**config.mk**
```make
export PLATFORM = sky130hd
export DESIGN_NAME = service_counter_queue
export DESIGN_NICKNAME = d
export VERILOG_FILES = /design/src/rtl/service_counter_queue.sv
export SDC_FILE = /design/constraint.sdc
export NUM_CORES = 1
export LEC_CHECK = 0
export CORE_MARGIN = 1.5
export CORE_UTILIZATION = 40
export CTS_CLUSTER_DIAMETER = 120
export DETAILED_ROUTE_END_ITERATION = 10
export PLACE_DENSITY = 0.75
export SLEW_MARGIN = 20
export SYNTH_ARGS = -nofsm -noshare
export SYNTH_HDL_FRONTEND = slang
export SYNTH_SLANG_ARGS = --single-unit
```
**constraint.sdc**
```tcl
create_clock -name clk -period 3.6 [get_ports clk]
set_input_delay 0.72 -clock clk [delete_from_list [all_inputs] [get_ports clk]]
set_output_delay 0.72 -clock clk [all_outputs]
set_load 0.05 [all_outputs]
```
**src/rtl/service_counter_queue.sv**
```systemverilog
// ============================================================================
// Module  : service_counter_queue
// Brief   : Three-counter service dispatcher fed by a DEPTH-entry FIFO.
//           Optional drop counter enabled by DROP_COUNT_EN.
// Revision: 1.0 - initial release
// ============================================================================
`default_nettype none

module service_counter_queue #(
  parameter int DEPTH  = 3,
  parameter int NUM_W  = 4,
  parameter int TIME_W = 4
) (
  input  logic                               clk,
  input  logic                               rst_n,
  input  logic                               in_valid,
  input  logic [NUM_W-1:0]                   in_num,
  input  logic [TIME_W-1:0]                  in_time,
  output logic [NUM_W-1:0]                   num1,
  output logic [NUM_W-1:0]                   num2,
  output logic [NUM_W-1:0]                   num3,
  output logic [TIME_W-1:0]                  clk1,
  output logic [TIME_W-1:0]                  clk2,
  output logic [TIME_W-1:0]                  clk3,
  output logic [(NUM_W+TIME_W)*DEPTH-1:0]    qdbg,
  output logic                               fifo_re,
  output logic                               ld1,
  output logic                               ld2,
  output logic                               ld3,
  output logic [2:0]                         busy,
  output logic                               fifo_full,
  output logic                               fifo_emp,
  output logic [NUM_W-1:0]                   fifo_num,
  output logic [TIME_W-1:0]                  fifo_tim,
  output logic [NUM_W-1:0]                   dn1,
  output logic [TIME_W-1:0]                  dt1,
  output logic [NUM_W-1:0]                   dn2,
  output logic [TIME_W-1:0]                  dt2,
  output logic [NUM_W-1:0]                   dn3,
  output logic [TIME_W-1:0]                  dt3
`ifdef DROP_COUNT_EN
  ,
  output logic [7:0]                         drop_cnt
`endif
);

  localparam int                 c_ENT_W = NUM_W + TIME_W;
  localparam int                 c_CNT_W = $clog2(DEPTH + 1);
  localparam logic [c_CNT_W-1:0] c_DEPTH = c_CNT_W'(DEPTH);

  logic [NUM_W-1:0]   r_num [3];
  logic [TIME_W-1:0]  r_clk [3];
  logic [c_ENT_W-1:0] r_q   [DEPTH];
  logic [c_CNT_W-1:0] r_cnt;

  logic [2:0]         w_free, w_pop_sel, w_rem, w_byp_sel, w_ld;
  logic               w_arr, w_pop, w_byp, w_push;
  logic [NUM_W-1:0]   w_dn [3];
  logic [TIME_W-1:0]  w_dt [3];
  logic [c_ENT_W-1:0] w_q_nxt [DEPTH];
  logic [c_CNT_W-1:0] w_cnt_pop, w_cnt_nxt;

  always_comb begin
    for (int i = 0; i < 3; i++) w_free[i] = (r_clk[i] == '0);
    // Arrivals are ignored while reset is held so every output reads idle.
    w_arr     = in_valid && (in_time != '0) && !rst_n;
    w_pop     = (r_cnt != '0) && (|w_free);
    w_pop_sel = w_pop ? (w_free & (~w_free + 3'd1)) : 3'b000;
    w_rem     = w_free & ~w_pop_sel;
    w_byp     = w_arr && (r_cnt == '0) && (|w_rem);
    w_byp_sel = w_byp ? (w_rem & (~w_rem + 3'd1)) : 3'b000;
    w_push    = w_arr && !w_byp && ((r_cnt != c_DEPTH) || w_pop);
    w_ld      = w_pop_sel | w_byp_sel;
    for (int i = 0; i < 3; i++) begin
      w_dn[i] = '0;
      w_dt[i] = '0;
      if (w_pop_sel[i]) begin
        w_dn[i] = r_q[0][c_ENT_W-1:TIME_W];
        w_dt[i] = r_q[0][TIME_W-1:0];
      end else if (w_byp_sel[i]) begin
        w_dn[i] = in_num;
        w_dt[i] = in_time;
      end
    end
    // Shift-register FIFO: pop shifts toward the head, push lands behind the last entry.
    w_cnt_pop = w_pop ? (r_cnt - c_CNT_W'(1)) : r_cnt;
    for (int k = 0; k < DEPTH - 1; k++) w_q_nxt[k] = w_pop ? r_q[k+1] : r_q[k];
    w_q_nxt[DEPTH-1] = w_pop ? '0 : r_q[DEPTH-1];
    for (int k = 0; k < DEPTH; k++) begin
      if (w_push && (c_CNT_W'(k) == w_cnt_pop)) w_q_nxt[k] = {in_num, in_time};
    end
    w_cnt_nxt = w_push ? (w_cnt_pop + c_CNT_W'(1)) : w_cnt_pop;
  end

  always_ff @(posedge clk or posedge rst_n) begin
    if (rst_n) begin
      r_cnt <= '0;
      for (int k = 0; k < DEPTH; k++) r_q[k] <= '0;
      for (int i = 0; i < 3; i++) begin
        r_num[i] <= '0;
        r_clk[i] <= '0;
      end
    end else begin
      r_cnt <= w_cnt_nxt;
      for (int k = 0; k < DEPTH; k++) r_q[k] <= w_q_nxt[k];
      for (int i = 0; i < 3; i++) begin
        if (w_ld[i]) begin
          r_num[i] <= w_dn[i];
          r_clk[i] <= w_dt[i];
        end else if (!w_free[i]) begin
          r_clk[i] <= r_clk[i] - TIME_W'(1);
          if (r_clk[i] == TIME_W'(1)) r_num[i] <= '0;
        end
      end
    end
  end

  generate
    for (genvar k = 0; k < DEPTH; k++) begin : g_qdbg
      assign qdbg[c_ENT_W*k +: c_ENT_W] = r_q[k];
    end
  endgenerate

  assign num1      = r_num[0];
  assign num2      = r_num[1];
  assign num3      = r_num[2];
  assign clk1      = r_clk[0];
  assign clk2      = r_clk[1];
  assign clk3      = r_clk[2];
  assign fifo_re   = w_pop;
  assign ld1       = w_ld[0];
  assign ld2       = w_ld[1];
  assign ld3       = w_ld[2];
  assign busy      = ~w_free;
  assign fifo_full = (r_cnt == c_DEPTH);
  assign fifo_emp  = (r_cnt == '0);
  assign fifo_num  = r_q[0][c_ENT_W-1:TIME_W];
  assign fifo_tim  = r_q[0][TIME_W-1:0];
  assign dn1       = w_dn[0];
  assign dt1       = w_dt[0];
  assign dn2       = w_dn[1];
  assign dt2       = w_dt[1];
  assign dn3       = w_dn[2];
  assign dt3       = w_dt[2];

`ifdef DROP_COUNT_EN
  logic       w_drop;
  logic [7:0] r_drop;

  assign w_drop = in_valid && !rst_n && !w_byp && !w_push;

  always_ff @(posedge clk or posedge rst_n) begin
    if (rst_n) r_drop <= 8'd0;
    else if (w_drop && (r_drop != 8'hFF)) r_drop <= r_drop + 8'd1;
  end

  assign drop_cnt = r_drop;
`endif

endmodule

`default_nettype wire

```
==> results of run 1 <==
path summary, 6_finish.rpt:
check / start / endpoint / slack, ns / cells after the start
min: num1[3]$_DFFE_PP0P_ / num1[3]$_DFFE_PP0P_ / 0.49 / 1
max: in_time[1] / dn3[1] / 0.18 / 5
min in group asynchronous: rst_n / qdbg[10]$_DFFE_PP0P_ / 0.94 / 2
min reg2reg: num1[3]$_DFFE_PP0P_ / num1[3]$_DFFE_PP0P_ / 0.49 / 1
max in group asynchronous: rst_n / clk2[0]$_DFFE_PP0P_ / 2.12 / 2
max reg2reg: clk2[0]$_DFFE_PP0P_ / qdbg[20]$_DFFE_PP0P_ / 0.60 / 10
cell usage after synthesis, drive strengths merged:
cell     number  area [sq um]
a211o         1          8.76
a211oi        4          30.0
a21o          5          37.5
a21oi         4          23.8
a2bb2oi       3          26.3
a311oi        3          26.3
a31o          4          35.0
a31oi         1          21.3
a41oi         4          35.0
and2          2          12.5
buf          13          88.8
clkbuf        4          15.0
dfrtp        50          1250
ha           12           150
inv          19          71.3
mux2         41           462
mux2i         3          30.0
nand2        10          37.5
nand2b        2          12.5
nand3         2          10.0
nand3b        1          7.51
nand4         4          85.1
nor2         24          90.1
nor2b        14          87.6
nor3          7          40.0
nor3b         3          43.8
nor4          4          25.0
o21ai         4          20.0
o21bai        4          30.0
o22ai         3          18.8
o2bb2ai       2          17.5
o31ai         2          20.0
or3           1          6.26
or4           1          7.51
or4b          1          10.0
xnor2         6          52.6
xor2          1          8.76
cell type report:
cell class | count | share of cell area
clock inverter | 2 | 0.00417
tap | 99 | 0.0295
sequential | 50 | 0.298
clock buffer | 6 | 0.0196
timing repair buffer | 117 | 0.265
multi-input combinational | 183 | 0.367
inverter | 19 | 0.0173
flip-flops by register name, indices dropped and copies added (netlist names):
signal / count
num2: 4
r_cnt: 2
clk3: 4
clk2: 4
fifo_tim: 4
qdbg: 16
fifo_num: 4
clk1: 4
num1: 4
num3: 4
layer usage:
layer / share of wire / track usage / vias to the layer above
met4: 0.0070 / 0.0476 / 0
met5: 0 / 0 / -
met1: 0.45 / 0.271 / 1246
li1: - / - / 1166
met3: 0.051 / 0.0397 / 5
met2: 0.50 / 0.341 / 76
timing repair:
item,4_1_cts,5_1_grt
gates resized for setup,0,0
hold buffers,0,0
setup endpoints to repair,0,3
setup buffers,0,3
where the power goes:
| group | total (mW) | leakage [nW] | switching, mW | internal (mW) |
|---|---|---|---|---|
| clock network | 0.358 | 0.0514 | 0.200 | 0.159 |
| logic | 3.12 | 1.20 | 1.98 | 1.14 |
| registers | 0.986 | 0.652 | 0.209 | 0.777 |
layout by cell type, fill, tap and decap left out, drive strengths merged, types with 2 or more instances in the layout:
cell type	synthesis	layout
o22ai	3	3
nor2b	14	14
o21bai	4	4
mux2	41	41
nand2	10	10
a311oi	3	3
xnor2	6	6
a211oi	4	4
a21oi	4	4
nor2	24	24
clkbuf	4	6
inv	19	18
o2bb2ai	2	2
nor4	4	4
buf	13	43
nor3	7	7
nor3b	3	3
clkdlybuf4s50	0	74
and2	2	2
o31ai	2	2
dfrtp	50	50
a31o	4	4
clkinv	0	3
ha	12	12
mux2i	3	3
nand2b	2	2
a41oi	4	4
nand3	2	2
nand4	4	4
a2bb2oi	3	3
a21o	5	5
o21ai	4	4
kinds of logic after synthesis:
kind of cell    after synthesis  share of synthesized area
simple gates                 76                      0.161
flops                        50                      0.423
compound gates               44                      0.119
mux                          44                      0.166
buf+inv                      36                     0.0593
fa+ha+maj                    12                     0.0508
xor+xnor                      7                     0.0207
per-stage QoR:
step | total power [mW] | instances | util | setup WS [ns] | cell area (sq um)
after floorplan | 3.18 | 269 | - | 0.0841 | 2970
final | 4.47 | 476 | 0.583 | 0.179 | 4200
after detailed placement | 4.11 | 465 | 0.566 | 0.177 | 4080
after global routing | 4.73 | 476 | 0.583 | 0.0487 | 4200
after global placement | 4.04 | 465 | 0.566 | 0.234 | 4080
after CTS | 4.47 | 473 | 0.579 | 0.142 | 4180
==> flow_summary.json, run 1 <==
{
  "cts.htree.levels": 2,
  "wire_per_inst_um": 16.5,
  "gp_congestion": 0.798,
  "vias": 2493,
  "yosys_warnings": 0,
  "yosysSeqAreaShare": 0.423,
  "irDropWorstVdd_uv": 443,
  "coreArea_sq_mm": 0.00721,
  "antenna_found_initial": 0,
  "critPathBufInv": 2,
  "hold_class": "reg2reg",
  "tns_ns": 0,
  "status": "finished, final reports clean",
  "dieWidth_um": 89.0,
  "final_hold_viol_count": 0,
  "first_global_vias": 2354,
  "path_max_fanout": 6,
  "p_leak_nw": 1.90,
  "place_hpwl_mm": 5.87,
  "seqCellArea_sq_mm": 0.00125,
  "die_h_um": 89.0,
  "dieArea_sq_mm": 0.00791,
  "clk_path_buf_depth": 2,
  "drcViolationCount": 0,
  "period_share": 0.950,
  "fin_crit_ns": 3.42,
  "ant_nets": 0,
  "max_freq_mhz": 292,
  "grt_max_degree": 51,
  "arrival_ns": 2.70,
  "cp-start-kind": "input pin",
  "relSlewSlack": 0.406,
  "clk_latency_ns": 0.31,
  "drt_wl_total_mm": 7.83,
  "syn_area_sq_mm": 0.00296,
  "io_pins": 100,
  "cts_tree": "yes",
  "fin_skew_ns": 0.00890,
  "crit_chain": "clkdlybuf4s50_1 -> or4_1 -> a41oi_1 -> nor2_1 -> buf_4",
  "power.density_mw_per_mm2": 1060,
  "start_util": 0.410,
  "n_antenna_cell": 0,
  "area_growth_pct": 42.3,
  "post_synth.cell_area_avg_sq_um": 11.0,
  "rows": 31,
  "cp.required_ns": 2.88,
  "grt_use_total": 0.202,
  "numCtsBuffers": 5,
  "drtIter0Drc": 101,
  "max_slew.worst_pin.slew_ns": 0.891,
  "overflow": 0,
  "synthesis.nets": 292,
  "syn_inst": 269,
  "setup.worst_path.end_class": "output pin",
  "vias_per_cell": 5.24,
  "drtPass1Iterations": 4,
  "cp_slowest_stage_delay_ns": 0.68,
  "synth_cell_type_count": 46,
  "fin_nets": 399,
  "setup_viol": 0,
  "cp_top_family": "simple AND/OR/NAND/NOR gates",
  "multiInputGateArea_sq_mm": 0.00154,
  "ys_ff_latch": 50,
  "fillers": 647,
  "clk_pin_slew_worst_paths_ns": 0.10,
  "slew_viol_final": 0,
  "portBuffers": 99,
  "rsz0062_at_grt": "no",
  "drive_above_1_share": 0.204,
  "clock-sinks": 50,
  "path_class": "in2out",
  "holdWs_ns": 0.489,
  "maxCapViolCount": 0,
  "cp_slowest_cell": "or4_1",
  "cts-root-buf": "clkbuf_8",
  "grt_pass1_wl_mm": 12.1
}
Note: power is estimated with default switching activity, not from simulation.
==> run 2: changes to the inputs <==
- ABC_AREA: not set -> 1
- PLACE_DENSITY: 0.75 -> 0.74
==> run 2 against run 1 <==
Critical path depth rose by 3. Power barely moved. Global-route usage grew 2.4 points. Fmax shrank 0.13%. Cell count rose by 21%. Synthesized area grew 7.0%. Sequential cell count is the same. Non-clock buffer count is 12 lower. Register-to-register slack better by 0.33 ns. Core utilization rose by 1.0 points. Sequential share of layout area shrank 2.3 points. Critical endpoint is now dn1[1]. Highest routed layer unchanged.
==> flow_summary.json, run 2 <==
{
  "dieWidth_um": 91.9,
  "coreArea_sq_mm": 0.00769,
  "clk_latency_ns": 0.31,
  "tns_ns": 0,
  "numCtsBuffers": 5,
  "fin_crit_ns": 3.43,
  "n_antenna_cell": 0,
  "wire_per_inst_um": 15.9,
  "critPathBufInv": 4,
  "grt_pass1_wl_mm": 15.2,
  "use_met1": 0.303,
  "cts.htree.levels": 2,
  "vias_per_cell": 5.21,
  "cts_tree": "yes",
  "cp-start-kind": "input pin",
  "period_share": 0.952,
  "ys_ff_latch": 50,
  "status": "finished, final reports clean",
  "dieArea_sq_mm": 0.00845,
  "busiest_layer": "met2",
  "syn_area_sq_mm": 0.00316,
  "cp.required_ns": 2.88,
  "holdWs_ns": 0.499,
  "max_freq_mhz": 292,
  "cts-root-buf": "clkbuf_8",
  "cp_slowest_stage_delay_ns": 0.58,
  "grt_max_degree": 51,
  "io_pins": 100,
  "final_common_cell": "clkdlybuf4s50_1",
  "clk_path_buf_depth": 2,
  "final_cell_mix": "clkdlybuf4s50_1 (71), nand3_1 (62), inv_1 (58)",
  "dp_slack_ns": 0.231,
  "p_leak_nw": 2.13,
  "final_hold_viol_count": 0,
  "gp_congestion": 0.952,
  "path_max_fanout": 7,
  "cts_setup_buffers": 0,
  "drtPass1Iterations": 4,
  "drt_wl_total_mm": 9.19,
  "setup.worst_path.end_class": "output pin",
  "syn_inst": 384,
  "grtUsageMet2": 0.369,
  "crit_top_cell": "inv_1",
  "synth-edff-count": 0,
  "p_total_mw": 4.47,
  "cp_slowest_cell": "clkdlybuf4s50_1",
  "dominantRegCellSynth": "dfrtp_1",
  "crit_chain": "clkdlybuf4s50_1 -> inv_1 -> nand3_1 -> nand2_2 -> nor3_2 -> inv_1 -> o22ai_1 -> buf_12",
  "setup_viol": 0,
  "fin_skew_ns": 0.00434,
  "drcViolationCount": 0,
  "dp_cells": 570,
  "max_slew.worst_pin.slew_ns": 0.872,
  "relSlewSlack": 0.419,
  "path_class": "in2out",
  "ctsResizeCount": 0,
  "place_hpwl_mm": 7.15,
  "hold_class": "reg2reg",
  "drtIter0Drc": 196,
  "ant_nets": 0,
  "synth.area.top_cells": "dfrtp_1 (40%), nand3_1 (9.8%), inv_1 (7.0%)",
  "start_util": 0.411,
  "ys_top_cells_by_count": "nand3_1 (62), inv_1 (59), dfrtp_1 (50), nand2_1 (44), nor2_1 (29)",
  "reg2reg_slack_ns": 0.93,
  "portBuffers": 99,
  "synth_most_common_cell": "nand3_1",
  "synth_cell_type_count": 32,
  "drive_above_1_share": 0.174,
  "clock-sinks": 50,
  "yosys_warnings": 0,
  "postSynth.asyncResetShare": 1.00,
  "vias": 3010,
  "yosys.area.top_type": "dfrtp_1",
  "power.density_mw_per_mm2": 981,
  "rsz0062_at_grt": "no",
  "antenna_found_initial": 0,
  "first_global_vias": 2983,
  "maxCapViolCount": 0,
  "arrival_ns": 2.71,
  "grt_use_total": 0.226,
  "holdBufCountCts": 0,
  "cp_top_family": "buffers and inverters",
  "fin_nets": 498,
  "slew_viol_final": 0,
  "clk_pin_slew_worst_paths_ns": 0.10,
  "yosysSeqAreaShare": 0.396,
  "area_growth_pct": 44.2,
  "largest_reg_flops": 16,
  "grt_util_met3": 0.0348,
  "rows": 32,
  "synthesis.nets": 407,
  "irDropWorstVdd_uv": 419,
  "setup_slack_ns": 0.174,
  "die_h_um": 91.9,
  "synth_top_area_frac": 0.396,
  "stdcell_count": 578,
  "post_synth.cell_area_avg_sq_um": 8.23,
  "overflow": 0
}
## run 2: final cells by class
type,instances,area (sq um)
Fill cell,651,3130
Multi-Input combinational cell,250,1520
Timing Repair Buffer,105,1300
Sequential cell,50,1250
Inverter,63,238
Tap cell,102,128
Clock buffer,6,82.6
Clock inverter,2,38.8
## run 2: worst reg2reg max path, stage by stage (launching register included)
cell,delay (ns)
dfrtp_1,0.45
inv_1,0.08
ha_1,0.27
nand2_4,0.17
nand2_4,0.08
inv_2,0.08
nand2_4,0.06
nand2_2,0.21
xor2_2,0.23
ha_1,0.43
nand3_4,0.26
nand3_1,0.15
nand3_1,0.08
## run 2: metal layers
| layer | wire, um | vias to the layer above |
|---|---|---|
| li1 | - | 1439 |
| met1 | 4070 | 1433 |
| met2 | 4300 | 128 |
| met3 | 633 | 10 |
| met4 | 178 | 0 |
| met5 | 0 | - |
## run 2: final timing paths
check / start / to / cells past startpoint
worst max-delay path: in_time[3] / dn1[1] / 8
worst min-delay path: num1[1]$_DFFE_PP0P_ / num1[1]$_DFFE_PP0P_ / 2
worst max register to register: clk1[0]$_DFFE_PP0P_ / qdbg[12]$_DFFE_PP0P_ / 12
worst min register to register: num1[1]$_DFFE_PP0P_ / num1[1]$_DFFE_PP0P_ / 2
max in group asynchronous: rst_n / qdbg[22]$_DFFE_PP0P_ / 2
min in group asynchronous: rst_n / clk2[1]$_DFFE_PP0P_ / 2
## run 2: cell families (layout without fill, tap and decap cells)
| kind of cell | Yosys count | count (layout) | synth area share |
|---|---|---|---|
| compound gates | 51 | 51 | 0.109 |
| xor+xnor | 7 | 7 | 0.0218 |
| fa+ha+maj | 12 | 12 | 0.0475 |
| buf+inv | 84 | 176 | 0.125 |
| flops | 50 | 50 | 0.396 |
| simple gates | 180 | 180 | 0.302 |
## run 2: metrics by stage
stage / utilization / instance area (sq um)
detailed placement: 0.577 / 4440
finish: 0.593 / 4560
CTS: 0.593 / 4560
global placement: 0.577 / 4440
global route: 0.593 / 4560
floorplan: - / 3160
## run 2: power breakdown
group          switching [mW]  internal (mW)
Sequential              0.234          0.787
Clock                   0.204          0.229
Combinational            2.04          0.972
==> run 3: changes to the inputs <==
- CORE_UTILIZATION: 40 -> 47
- PLACE_DENSITY: 0.74 -> 0.84
==> run 3 against run 2 <==
The run now ends with design-rule violations left. Final area decreased by 0.93%. Setup slack improved by 0.056 ns. Hold slack worse by 0.0035 ns. Clock power down 3%. Non-clock buffer count decreased by 1. Clock skew is essentially flat. Sequential share of layout area rose by 0.26 points. Via count increased by 4.3%. Die area shrank 14%. Fmax rose by 1.7%. Core utilization grew 11 points. Critical path type unchanged. Critical endpoint is now dn1[0]. Largest cell class unchanged. Highest routed layer unchanged.
==> flow_summary.json, run 3 (synthesis results as in run 2) <==
{
  "status": "finished, violations left",
  "violations": "design-rule violations",
  "place_hpwl_mm": 6.90,
  "wire_per_inst_um": 16.3,
  "maxCapViolCount": 0,
  "seqCellArea_sq_mm": 0.00125,
  "dieWidth_um": 85.0,
  "p_leak_nw": 2.12,
  "drcViolationCount": 8,
  "period_share": 0.936,
  "antenna_found_initial": 0,
  "max_freq_mhz": 297,
  "dpl_cell_area_sq_mm": 0.00440,
  "area_growth_pct": 42.8,
  "final_common_cell": "clkdlybuf4s50_1",
  "final_cell_mix": "clkdlybuf4s50_1 (71), nand3_1 (62), inv_1 (58)",
  "grt_max_degree": 51,
  "cp-endpoint": "dn1[0]",
  "r2r_cells": 12,
  "gp_congestion": 0.954,
  "holdBufCountCts": 0,
  "grt_pass1_wl_mm": 14.9,
  "drt_wl_total_mm": 9.02,
  "n_antenna_cell": 0,
  "largest_reg_flops": 16,
  "path_max_fanout": 7,
  "drtPass1Iterations": 9,
  "setup.worst_path.end_class": "output pin",
  "fin_util": 0.703,
  "p_total_mw": 4.47,
  "fin_skew_ns": 0.00473,
  "final_hold_viol_count": 0,
  "reg2reg_slack_ns": 0.79,
  "cp.required_ns": 2.88,
  "start_util": 0.492,
  "fin_crit_ns": 3.37,
  "ctsResizeCount": 0,
  "io_pins": 100,
  "ant_nets": 0,
  "r2r_end": "qdbg[11]$_DFFE_PP0P_",
  "setup_viol": 0,
  "slew_viol_final": 0,
  "cts_setup_buffers": 0,
  "irDropWorstVdd_uv": 638,
  "cts.htree.levels": 2,
  "cts-root-buf": "clkbuf_8",
  "multiInputGateArea_sq_mm": 0.00152,
  "tns_ns": 0,
  "vias_per_cell": 5.68,
  "max_slew.worst_pin.slew_ns": 0.858,
  "cp-start-kind": "input pin",
  "arrival_ns": 2.65,
  "design_area_sq_mm": 0.00452,
  "relSlewSlack": 0.428,
  "drtIter0Drc": 459,
  "grt_use_total": 0.259,
  "drive_above_1_share": 0.173,
  "dieArea_sq_mm": 0.00723,
  "path_class": "in2out",
  "coreArea_sq_mm": 0.00642,
  "crit_path_start": "in_time[3]",
  "rsz0062_at_grt": "no",
  "setup_slack_ns": 0.230,
  "dp_slack_ns": 0.304,
  "clk_path_buf_depth": 2,
  "clk_pin_slew_worst_paths_ns": 0.10,
  "fin_nets": 497,
  "clk_latency_ns": 0.32,
  "numCtsBuffers": 5,
  "portBuffers": 99,
  "fillers": 476,
  "rows": 29,
  "r2r-start": "clk1[0]$_DFFE_PP0P_",
  "clock-sinks": 50,
  "first_global_vias": 2948,
  "cts_tree": "yes",
  "hold_class": "reg2reg",
  "vias": 3138,
  "power.density_mw_per_mm2": 989,
  "overflow": 0,
  "die_h_um": 85.0
}
run 3: cell count changes in the layout (fill, tap and decap cells not counted), sizes merged:
cell and change:
buf -1, clkbuf -1, clkinvlp +1
run 3: through the flow:
stage               cells  hold WS (ns)
floorplan             384         0.643
detailed placement    544         0.468
finish                552         0.496
global route          552         0.534
CTS                   552         0.492
global placement      544         0.465
run 3: worst max-delay path: stages:
cell             delay, ns
clkdlybuf4s50_1       0.56
inv_1                 0.15
nand3_1               0.13
nand2_2               0.11
nor3_2                0.18
inv_1                 0.19
o22ai_1               0.41
buf_12                0.20
run 3: how the worst min path moves through the flow:
stage / startpoint / to / slack (ns) / cells past startpoint
3_5_place_dp: num1[2]$_DFFE_PP0P_ / num1[2]$_DFFE_PP0P_ / 0.47 / 2
4_1_cts: num1[2]$_DFFE_PP0P_ / num1[2]$_DFFE_PP0P_ / 0.49 / 2
5_1_grt: num1[2]$_DFFE_PP0P_ / num1[2]$_DFFE_PP0P_ / 0.53 / 2
3_3_place_gp: num1[2]$_DFFE_PP0P_ / num1[2]$_DFFE_PP0P_ / 0.46 / 2
2_1_floorplan: r_cnt[1]$_DFF_PP0_ / r_cnt[1]$_DFF_PP0_ / 0.64 / 4
6_report: num1[2]$_DFFE_PP0P_ / num1[2]$_DFFE_PP0P_ / 0.50 / 2
run 3: cell type report:
| class | count | share of cell area |
|---|---|---|
| multi-input combinational | 250 | 0.336 |
| timing repair buffer | 104 | 0.287 |
| sequential | 50 | 0.277 |
| inverter | 63 | 0.0526 |
| tap | 77 | 0.0213 |
| clock buffer | 5 | 0.0152 |
| clock inverter | 3 | 0.0108 |
run 3: metal layers:
metal | vias to the layer above | global-route usage | wire (um)
li1 | 1444 | - | -
met5 | - | 0 | 0
met4 | 0 | 0.0879 | 210
met2 | 171 | 0.405 | 4180
met1 | 1499 | 0.365 | 3970
met3 | 24 | 0.0438 | 666
run 3: power breakdown:
| part | switching [mW] | internal (mW) |
|---|---|---|
| Clock | 0.210 | 0.212 |
| Combinational | 2.06 | 0.969 |
| Sequential | 0.228 | 0.787 |
